File: src/rtl/mfm_pkg.sv
// Shared types and constants for the MFM track sequencer.
// Latency: n/a (declarations only).
// Backpressure: n/a.
package mfm_pkg;

   typedef enum logic [2:0] {
      ST_IDLE,
      ST_ARMED,
      ST_PRIME,
      ST_STREAM,
      ST_GAP
   } state_t;

   localparam int         MFM_CELLS_PER_BYTE = 16;
   localparam int         MARK_CLK_BIT       = 2;
   localparam logic [7:0] GAP_BYTE_DEFAULT   = 8'h4E;

endpackage

File: src/rtl/mfm_encoder.sv
// MFM-encodes one byte into 16 cells, (clock, data) pairs for bits 7..0, MSB first.
// Latency: purely combinational.
// Backpressure: none; the caller decides when to sample the word.
//
// Ports:
//   data      byte to encode
//   mark      1 = suppress the clock cell of data bit MARK_CLK_BIT (address mark)
//   prev_data last data cell of the preceding byte
//   cells     encoded word, cells[15] goes out first
//   new_prev  last data cell of this byte, carried into the next byte
module mfm_encoder
   import mfm_pkg::*;
(
   input  logic [7:0]                    data,
   input  logic                          mark,
   input  logic                          prev_data,
   output logic [MFM_CELLS_PER_BYTE-1:0] cells,
   output logic                          new_prev
);

   always_comb begin
      logic p;
      cells = '0;
      p     = prev_data;
      for (int i = 7; i >= 0; i--) begin
         // A clock cell is written only between two zero data cells.
         cells[2*i+1] = ~p & ~data[i] & ~(mark && (i == MARK_CLK_BIT));
         cells[2*i]   = data[i];
         p            = data[i];
      end
      new_prev = data[0];
   end

endmodule

File: src/rtl/mfm_track_sequencer.sv
// Streams one track of MFM cells from a track RAM, restarting on each index pulse.
// Latency: index_l fall -> PRIME 3 cycles later -> first cell + track_sync one cycle after PRIME.
// Backpressure: none; the output stage takes one cell every clk5, RAM reads are fixed-schedule.
//
// Ports:
//   clk5, reset         cell clock, synchronous active-high reset
//   arm                 level enable; 0 forces IDLE and clears wrapped
//   index_l             asynchronous active-low index pulse
//   mem_addr/rd_en      track RAM read request, data returns on mem_rdata next cycle
//   mem_rdata           [7:0] byte, [8] mark flag
//   mfm_out             serial cell stream
//   track_sync          1-cycle pulse on the first cell of byte 0
//   busy                1 while PRIME, STREAM or GAP
//   wrapped             sticky: index arrived before the track image was fully sent
module mfm_track_sequencer
   import mfm_pkg::*;
#(
   parameter int         TRACK_BYTES = 5208,
   parameter int         ADDR_W      = 13,
   parameter logic [7:0] GAP_BYTE    = GAP_BYTE_DEFAULT
)
(
   input  logic              clk5,
   input  logic              reset,
   input  logic              arm,
   input  logic              index_l,
   output logic [ADDR_W-1:0] mem_addr,
   output logic              mem_rd_en,
   input  logic [8:0]        mem_rdata,
   output logic              mfm_out,
   output logic              track_sync,
   output logic              busy,
   output logic              wrapped
);

   localparam logic [ADDR_W-1:0] LAST_ADDR = ADDR_W'(TRACK_BYTES - 1);

   // Index synchronizer; s3 keeps the previous s2 so one low pulse yields one edge.
   logic s1, s2, s3;
   logic idx_edge;

   always_ff @(posedge clk5) begin
      if (reset) begin
         s1 <= 1'b1;
         s2 <= 1'b1;
         s3 <= 1'b1;
      end else begin
         s1 <= index_l;
         s2 <= s1;
         s3 <= s2;
      end
   end

   assign idx_edge = s3 & ~s2;

   state_t                          state, state_nxt;
   logic [3:0]                      cnt;
   logic                            first;
   logic [MFM_CELLS_PER_BYTE-1:0]   word_q;
   logic                            prev_data;
   logic [ADDR_W-1:0]               byte_idx;
   logic                            wrapped_q;

   logic                            last_cell;
   logic                            last_byte;
   logic                            enc_gap;
   logic [7:0]                      enc_data;
   logic                            enc_mark;
   logic [MFM_CELLS_PER_BYTE-1:0]   enc_cells;
   logic                            enc_prev;
   logic [MFM_CELLS_PER_BYTE-1:0]   cur_word;

   assign last_cell = (cnt == 4'd15);
   assign last_byte = (byte_idx == LAST_ADDR);

   // Gap filler takes over after the last image byte; it never carries a mark.
   assign enc_gap  = (state == ST_GAP) || (last_cell && last_byte);
   assign enc_data = enc_gap ? GAP_BYTE : mem_rdata[7:0];
   assign enc_mark = ~enc_gap & mem_rdata[8];

   mfm_encoder u_enc (
      .data      (enc_data),
      .mark      (enc_mark),
      .prev_data (prev_data),
      .cells     (enc_cells),
      .new_prev  (enc_prev)
   );

   // Byte 0 arrives in the same cycle as its first cell, so it bypasses the register.
   assign cur_word = first ? enc_cells : word_q;

   always_ff @(posedge clk5) begin
      if (reset) begin
         state <= ST_IDLE;
      end else begin
         state <= state_nxt;
      end
   end

   always_comb begin
      state_nxt  = state;
      busy       = 1'b0;
      mem_rd_en  = 1'b0;
      mem_addr   = byte_idx;
      track_sync = 1'b0;
      mfm_out    = 1'b0;
      case (state)
         ST_IDLE: begin
            state_nxt = ST_ARMED;
         end
         ST_ARMED: begin
            if (idx_edge) state_nxt = ST_PRIME;
         end
         ST_PRIME: begin
            busy      = 1'b1;
            mem_rd_en = 1'b1;
            mem_addr  = '0;
            state_nxt = ST_STREAM;
         end
         ST_STREAM: begin
            busy       = 1'b1;
            track_sync = first;
            mfm_out    = cur_word[4'd15 - cnt];
            // Prefetch lands on cell 15 and is registered on the 15->0 boundary.
            if (cnt == 4'd14 && !last_byte) begin
               mem_rd_en = 1'b1;
               mem_addr  = byte_idx + ADDR_W'(1);
            end
            if (idx_edge)                     state_nxt = ST_PRIME;
            else if (last_cell && last_byte)  state_nxt = ST_GAP;
         end
         ST_GAP: begin
            busy    = 1'b1;
            mfm_out = cur_word[4'd15 - cnt];
            if (idx_edge) state_nxt = ST_PRIME;
         end
         default: begin
            state_nxt = ST_IDLE;
         end
      endcase
      if (!arm) state_nxt = ST_IDLE;
   end

   always_ff @(posedge clk5) begin
      if (reset) begin
         cnt       <= '0;
         first     <= 1'b0;
         word_q    <= '0;
         prev_data <= 1'b0;
         byte_idx  <= '0;
         wrapped_q <= 1'b0;
      end else begin
         if (!arm)                                 wrapped_q <= 1'b0;
         else if (state == ST_STREAM && idx_edge)  wrapped_q <= 1'b1;

         if (state == ST_PRIME) begin
            cnt       <= '0;
            first     <= 1'b1;
            prev_data <= 1'b0;
            byte_idx  <= '0;
         end else if (state == ST_STREAM || state == ST_GAP) begin
            cnt   <= cnt + 4'd1;
            first <= 1'b0;
            if (first || last_cell) begin
               word_q    <= enc_cells;
               prev_data <= enc_prev;
            end
            if (state == ST_STREAM && last_cell && !last_byte)
               byte_idx <= byte_idx + ADDR_W'(1);
         end
      end
   end

   assign wrapped = wrapped_q;

endmodule

File: config.mk
export PLATFORM = sky130hd
export DESIGN_NAME = mfm_track_sequencer
export DESIGN_NICKNAME = d
export VERILOG_FILES = /design/src/rtl/mfm_pkg.sv /design/src/rtl/mfm_encoder.sv /design/src/rtl/mfm_track_sequencer.sv
export SDC_FILE = /design/constraint.sdc
export NUM_CORES = 1
export LEC_CHECK = 0
export ABC_AREA = 1
export BUFFER_PORTS_ARGS = -buffer_cell sky130_fd_sc_hd__clkbuf_2
export CAP_MARGIN = 20
export CORE_ASPECT_RATIO = 1.25
export CORE_MARGIN = 5
export CORE_UTILIZATION = 62
export DETAILED_ROUTE_END_ITERATION = 7
export GPL_TIMING_DRIVEN = 1
export PLACE_DENSITY = 0.8
export REMOVE_ABC_BUFFERS = 1
export SYNTH_ARGS = -nofsm -noshare
export SYNTH_HDL_FRONTEND = slang
export SYNTH_SLANG_ARGS = --single-unit
File: constraint.sdc
create_clock -name clk5 -period 3.7 [get_ports clk5]
set_clock_uncertainty 0.2 [all_clocks]
set_input_delay 0.74 -clock clk5 [delete_from_list [all_inputs] [get_ports clk5]]
set_output_delay 0.74 -clock clk5 [all_outputs]
set_load 0.05 [all_outputs]
==> results of run 1 <==
stage by stage:
stage / instances / power [mW] / cell area, um^2 / hold WS (ns)
final: 451 / 0.892 / 2780 / 0.213
after global routing: 451 / 0.931 / 2780 / 0.243
after CTS: 451 / 0.900 / 2770 / 0.214
after detailed placement: 444 / 0.536 / 2660 / 0.195
after global placement: 444 / 0.535 / 2660 / 0.192
after floorplan: 357 / 0.512 / 2420 / 0.189
per-layer routing:
layer	vias to the layer above	GRT usage [%]	share of wire [%]	wire length (um)
met5	-	0	0	0
met4	0	7.93	1.2	71
met3	6	4.84	5.9	355
met2	93	45.7	51	3090
met1	1113	27.4	41	2480
li1	1297	-	-	-
cells by family (layout without fill, tap and decap cells):
logic type / after synthesis / in the layout / synth area share, %
AO/OA/AOI/OAI: 106 / 106 / 22.7
XOR/XNOR: 6 / 6 / 2.11
adder cells (fa/ha/maj): 3 / 3 / 1.51
buffers and inverters: 65 / 91 / 10.6
flip-flops: 42 / 42 / 33.7
AND/OR/NAND/NOR: 149 / 149 / 29.4
cell usage after synthesis, types with 3 or more instances:
cell type | count | area (um^2)
nor2_1 | 27 | 101
nor2_2 | 6 | 37.5
o21ai_0 | 34 | 170
inv_2 | 8 | 30.0
nor3_1 | 5 | 25.0
o22ai_1 | 11 | 68.8
inv_1 | 43 | 161
nand4_1 | 10 | 62.6
dfxtp_1 | 42 | 841
nand2_1 | 63 | 236
a21oi_1 | 50 | 250
ha_1 | 3 | 37.5
xor2_1 | 6 | 52.6
clkbuf_1 | 7 | 26.3
nand3_1 | 24 | 120
buf_2 | 4 | 20.0
o21ai_1 | 5 | 25.0
cell type report:
type	count	area, um^2	share of cell area [%]
Multi-Input combinational cell	264	1390	50.0
Sequential cell	42	841	30.3
Inverter	51	191	6.90
Timing Repair Buffer	33	175	6.31
Clock buffer	6	82.6	2.97
Tap cell	54	67.6	2.43
Clock inverter	1	30.0	1.08
placed cells by master (no fill, tap or decap), types with 3 or more instances in the layout:
master	n
nor2_1	27
nor2_2	6
buf_4	3
a21oi_1	50
dfxtp_1	42
nand4_1	10
clkbuf_2	29
inv_2	8
nand3_1	24
o21ai_0	34
nand2_1	63
o22ai_1	11
inv_1	43
o21ai_1	5
ha_1	3
nor3_1	5
xor2_1	6
clkbuf_8	6
sequential cells by signal (all words and copies together), names as in the netlist:
register   flops
byte_idx      13
cnt            4
first          1
prev_data      1
s1             1
s2             1
s3             1
state          3
word_q        16
wrapped        1
path summary, 6_finish.rpt:
check                                               to  slack, ns             startpoint  cells past startpoint
worst max-delay path                           mfm_out       0.22    cnt[1]$_SDFFE_PP0P_                     14
worst min-delay path                     s2$_SDFF_PP1_       0.21          s1$_SDFF_PP1_                      1
worst max register to register  prev_data$_SDFFE_PP0P_       1.41  state[1]$_SDFFE_PP0P_                      7
worst min register to register           s2$_SDFF_PP1_       0.21          s1$_SDFF_PP1_                      1
where the power goes:
part / internal, mW / switching, mW / total [mW]
clock: 0.216 / 0.151 / 0.367
sequential: 0.455 / 0.00433 / 0.460
combinational: 0.0214 / 0.0443 / 0.0657
worst register-to-register path, cell delays in order (launching register included):
cell and delay, ns:
dfxtp_1 0.30, inv_1 0.17, nand3_2 0.42, nand2_4 0.28
o21ai_2 0.20, inv_2 0.34, nand3_1 0.16, a21oi_1 0.15
==> flow_summary_export.csv, run 1 <==
group,metric,value,unit
outcome,status,"complete, no violations",
cells_and_area,antenna_cells_inserted,0,
die,dieArea,0.00540,mm^2
synthesis,yosysWarnings,0,
sta,rsz0062_at_grt,"no",
setup_path,cp_num_buf_inv,2,
setup_path,crit_top_cell,"nand2_1",
power,powerDensity,321,mW/mm^2
synthesis,ys_seq_area_share,33.7,%
cells_and_area,fin_nets,413,
clock_network,cts_tree,"yes",
detailed_routing,routed_via_density,5.56,
clock_network,clockBufferDepth,2,
sta,worst_pin_slew,0.568,ns
setup_path,arrival,2.54,ns
flow_run,cap_violations,0,
die,rows,25,
cells_and_area,layout-drive-gt1-share,17.4,%
clock_network,clock-sinks,42,
detailed_routing,drc,0,
synthesis,netlist_area,0.00249,mm^2
placement,dp_slack,0.574,ns
grt,grt_start_max_net_pins,23,
grt,gr-total-overflow,0,
sta,fin_crit,3.48,ns
clock_network,cts-root-buf,"clkbuf_8",
setup_path,end_kind,"primary output",
setup_path,worstPathMaxFanout,16,
placement,port_buffers,30,
synthesis,ys_ff_latch,42,
sta,slew_headroom,62.1,%
sta,slew_violations,0,
detailed_routing,vias,2509,
grt,grt_antenna_before_repair,0,
die,die_w,66.7,um
clock_network,cts_inserted_buffers,5,
sta,layout_setup_ws,0.215,ns
hold_path,hold_path_class,"reg -> reg",
detailed_routing,drtPass1Iterations,5,
detailed_routing,drt_iter0_markers,165,
sta,post-route-period-util,94.2,%
setup_path,crit_slowest_cell,"dfxtp_1",
grt,grt_use_total,24.5,%
die,die_y,80.9,um
sta,finalHoldViolCount,0,
sta,setup-violations-final,0,
detailed_routing,wl_per_cell,13.3,um
synthesis,synthArstFlopShare,0,%
sta,fin_tns_setup,0,ns
clock_network,clk_latency,0.29,ns
cells_and_area,syn_to_final_growth,11.3,%
die,pin_count,31,
sta,max_freq,0.287,GHz
setup_path,critPathKind,"reg -> out",
synthesis,ys.flop_type,"dfxtp_1",
synthesis,synth_enable_flop_cells,0,
clock_network,cts_hold_buf,0,
die,start_util,64.8,%
synthesis,avgSynthCellArea,6.72,um^2
setup_path,path_cells,"ha_1, inv_1, nor2_2, nand3_4, nand3_2, nand2_1, a21oi_1, nand2_1, nand3_1, nand2_1, nand2_1, nand2_1, nor2_1, clkbuf_4",
setup_path,critical-path-top-delay-family,"simple AND/OR/NAND/NOR gates",
detailed_routing,ant_nets,0,
die,core_area,0.00385,mm^2
cells_and_area,nFillCells,347,
grt,grt_pass1_vias,2392,
synthesis,ys_types,35,
detailed_routing,drt-total-wl,6000,um
clock_network,cts-htree-levels,2,
clock_network,path_clk_slew,0.08,ns
clock_network,cts_setup_buffers,0,
cells_and_area,fin_util,72.2,%
clock_network,cts_resized,0,
setup_path,cpPeakStageDelay,0.47,ns
synthesis,synth_cells,371,
power,power_leakage,1.14,nW
power,peakVddDrop,0.300,mV
placement,dp_hpwl,4380,um
placement,gp_congestion,0.905,
setup_path,cp.required,2.76,ns
grt,grt_pass1_wl,10400,um
setup_path,cp-start-kind,"register",
Power figures use the tool's default switching activity.
==> run 2: changes to the inputs <==
Settings changed: ABC_AREA 1 to unset, BUFFER_PORTS_ARGS -buffer_cell sky130_fd_sc_hd__clkbuf_2 to unset, CORE_UTILIZATION 62 to 68, DONT_BUFFER_PORTS set to 1.
==> run 2 against run 1 <==
- sequential cell count unchanged
- largest cell class unchanged
- synthesized cell count decreased by 6.7%
- highest routed layer unchanged
- cell count decreased by 14%
- sequential power decreased by 1%
- utilization increased by 3.0 points
- non-clock buffer count decreased by 8
- register-to-register slack got worse by 0.27 ns
- first-iteration DRC count increased by 7.9%
- setup slack got worse by 0.072 ns
- worst hold slack improved by 0.0015 ns
- critical path depth decreased by 6
==> flow_summary_export.csv, run 2 <==
group,metric,value,unit
cells_and_area,reg_top3,"word_q: 16 flops, byte_idx: 13 flops, cnt: 4 flops",
grt,grt_pass1_vias,2428,
cells_and_area,antenna_cells_inserted,0,
synthesis,synthArstFlopShare,0,%
synthesis,yosysMostFrequentCell,"nor2_1",
synthesis,synth_enable_flop_cells,0,
sta,setup-violations-final,0,
grt,gr-total-overflow,0,
sta,finalHoldViolCount,0,
power,p_clk_share,42.8,%
clock_network,path_clk_slew,0.08,ns
power,powerDensity,301,mW/mm^2
synthesis,synth_mux_area_share,0.784,%
power,intPower,0.661,mW
clock_network,clockBufferDepth,2,
setup_path,arrival,2.62,ns
sta,fin_crit,3.56,ns
detailed_routing,drtPass1Iterations,4,
cells_and_area,layout-drive-gt1-share,13.4,%
synthesis,ys.flop_type,"dfxtp_1",
outcome,status,"complete, no violations",
die,die_w,64.8,um
cells_and_area,final_cells,390,
power,p_seq_share,54.0,%
synthesis,synth_top_area_share,32.9,%
cells_and_area,mostFrequentLayoutCell,"nor2_1",
cells_and_area,largest_reg_flops,16,
cells_and_area,syn_to_final_growth,9.51,%
synthesis,synth_top_cell_by_area,"dfxtp_1",
sta,rsz0062_at_grt,"no",
setup_path,cp.required,2.76,ns
synthesis,yosysWarnings,0,
cells_and_area,final_cell_mix,"nor2_1, dfxtp_1, nand2_1",
die,die_y,78.5,um
clock_network,cts_setup_buffers,0,
cells_and_area,fin_nets,365,
synthesis,synth_cells,346,
power,peakVddDrop,0.230,mV
synthesis,avgSynthCellArea,7.38,um^2
synthesis,ys_types,56,
detailed_routing,drt-total-wl,6440,um
synthesis,netlist_area,0.00255,mm^2
setup_path,worstPathMaxFanout,6,
power,switching_share,21.5,%
sta,post-route-period-util,96.1,%
placement,gp_congestion,0.909,
die,rows,25,
cells_and_area,largest-register,"word_q",
detailed_routing,wl_per_cell,16.5,um
sta,slew_violations,0,
grt,grt_pass1_wl,10800,um
clock_network,clk_latency,0.30,ns
power,pwr-share-comb,3.1,%
synthesis,ys_ff_latch,42,
synthesis,synth_compound_area_share,24.5,%
detailed_routing,ant_nets,0,
clock_network,cts-htree-levels,2,
detailed_routing,drc,0,
placement,port_buffers,0,
sta,fin_tns_setup,0,ns
detailed_routing,drt_iter0_markers,178,
placement,dp_hpwl,4550,um
power,power_leakage,0.972,nW
setup_path,end_kind,"primary output",
clock_network,cts_hold_buf,0,
sta,hold_slack,0.214,ns
detailed_routing,routed_via_density,6.63,
clock_network,clock-sinks,42,
detailed_routing,vias,2586,
die,start_util,68.6,%
clock_network,cts_tree,"yes",
sta,worst_pin_slew,0.720,ns
die,core_area,0.00372,mm^2
synthesis,ys_top_cells_by_count,"nor2_1, dfxtp_1, nand2_1",
power,p_sw,0.181,mW
grt,grt_antenna_before_repair,0,
die,pin_count,31,
synthesis,synthAdderAreaFrac,1.47,%
synthesis,synth_xor_area_share,4.46,%
placement,dp_cells,382,
synthesis,ys_top_cells_by_area,"dfxtp_1, nor2_1, nand2_1",
synthesis,ys_seq_area_share,32.9,%
synthesis,synth_top_family_by_area,"simple AND/OR/NAND/NOR gates",
die,dieArea,0.00509,mm^2
clock_network,cts_inserted_buffers,5,
synthesis,yosys.area_share.simple,30.0,%
setup_path,cp-start-kind,"register",
hold_path,hold_path_class,"reg -> reg",
sta,slew_headroom,52.0,%
grt,grt_start_max_net_pins,23,
flow_run,cap_violations,0,
clock_network,cts-root-buf,"clkbuf_8",
setup_path,critPathKind,"reg -> out",
cells_and_area,fin_util,75.1,%
grt,grt_use_total,26.6,%
sta,max_freq,0.281,GHz
==> run 2: cell types whose count changed after synthesis, sizes merged, moves of 8 or more <==
cell and change:
inv -44, nand2 -32, a21oi -26, o21ai -21, nand3 -15, nor2 +15
o22ai -10, a22o +9, o31ai +9, xnor2 +9, clkbuf +8, nor3 +8
==> run 2: logic make-up after synthesis <==
group,after synthesis
buffers and inverters,36
multiplexers,2
adder cells (fa/ha/maj),3
XOR/XNOR,13
AO/OA/AOI/OAI,94
flip-flops,42
AND/OR/NAND/NOR,156
==> run 2: repair_timing <==
action                     in CTS  in global routing
hold endpoints to repair        0                  0
setup endpoints to repair       0                 13
gates resized for setup         0                  4
==> run 2: area by class of cell <==
cell class | count | area [um^2]
flip-flops and latches | 42 | 842
repair buffers | 25 | 188
multi-input cells | 268 | 1580
inverters | 7 | 26.3
clock buffers | 5 | 68.8
well taps | 40 | 50.0
clock inverters | 3 | 40.0
fillers | 295 | 926
==> run 2: per-layer routing <==
| layer | up-vias | track usage, % | share of wire, % |
|---|---|---|---|
| met3 | 33 | 6.29 | 5.9 |
| met1 | 1202 | 28.6 | 38 |
| met2 | 97 | 46.8 | 51 |
| met4 | 0 | 15.2 | 4.6 |
| met5 | - | 0 | 0 |
| li1 | 1254 | - | - |
==> run 2: stage by stage <==
stage	total power [mW]	instance area, um^2	worst slack (ns)
after floorplan	0.484	2430	-0.399
after global placement	0.491	2680	0.460
after detailed placement	0.492	2680	0.444
after CTS	0.846	2780	0.0684
after global routing	0.873	2800	0.0159
final	0.842	2800	0.144
==> run 2: worst paths after layout <==
| kind | depth (start not counted) | startpoint | to | slack, ns |
|---|---|---|---|---|
| worst min register to register | 1 | s1$_SDFF_PP1_ | s2$_SDFF_PP1_ | 0.21 |
| worst max-delay path | 8 | byte_idx[1]$_SDFFE_PP0P_ | mem_addr[12] | 0.14 |
| worst min-delay path | 1 | s1$_SDFF_PP1_ | s2$_SDFF_PP1_ | 0.21 |
| worst max register to register | 6 | byte_idx[0]$_SDFFE_PP0P_ | byte_idx[12]$_SDFFE_PP0P_ | 1.14 |
==> run 2: critical path: stages, from the launching register on <==
cell and delay [ns]:
dfxtp_1 0.41, ha_2 0.24, nand3_2 0.13, or4_4 0.58, or2_4 0.28, o21a_1 0.17, o21ai_0 0.18, o41ai_2 0.11
buf_4 0.20
==> run 2: power groups by stage <==
stage          sequential [mW]  clock (mW)  combinational, mW
2_1_floorplan            0.468           0             0.0157
3_3_place_gp             0.465           0             0.0259
3_5_place_dp             0.465           0             0.0261
4_1_cts                  0.455       0.365             0.0261
5_1_grt                  0.455       0.389             0.0290
6_report                 0.455       0.361             0.0264
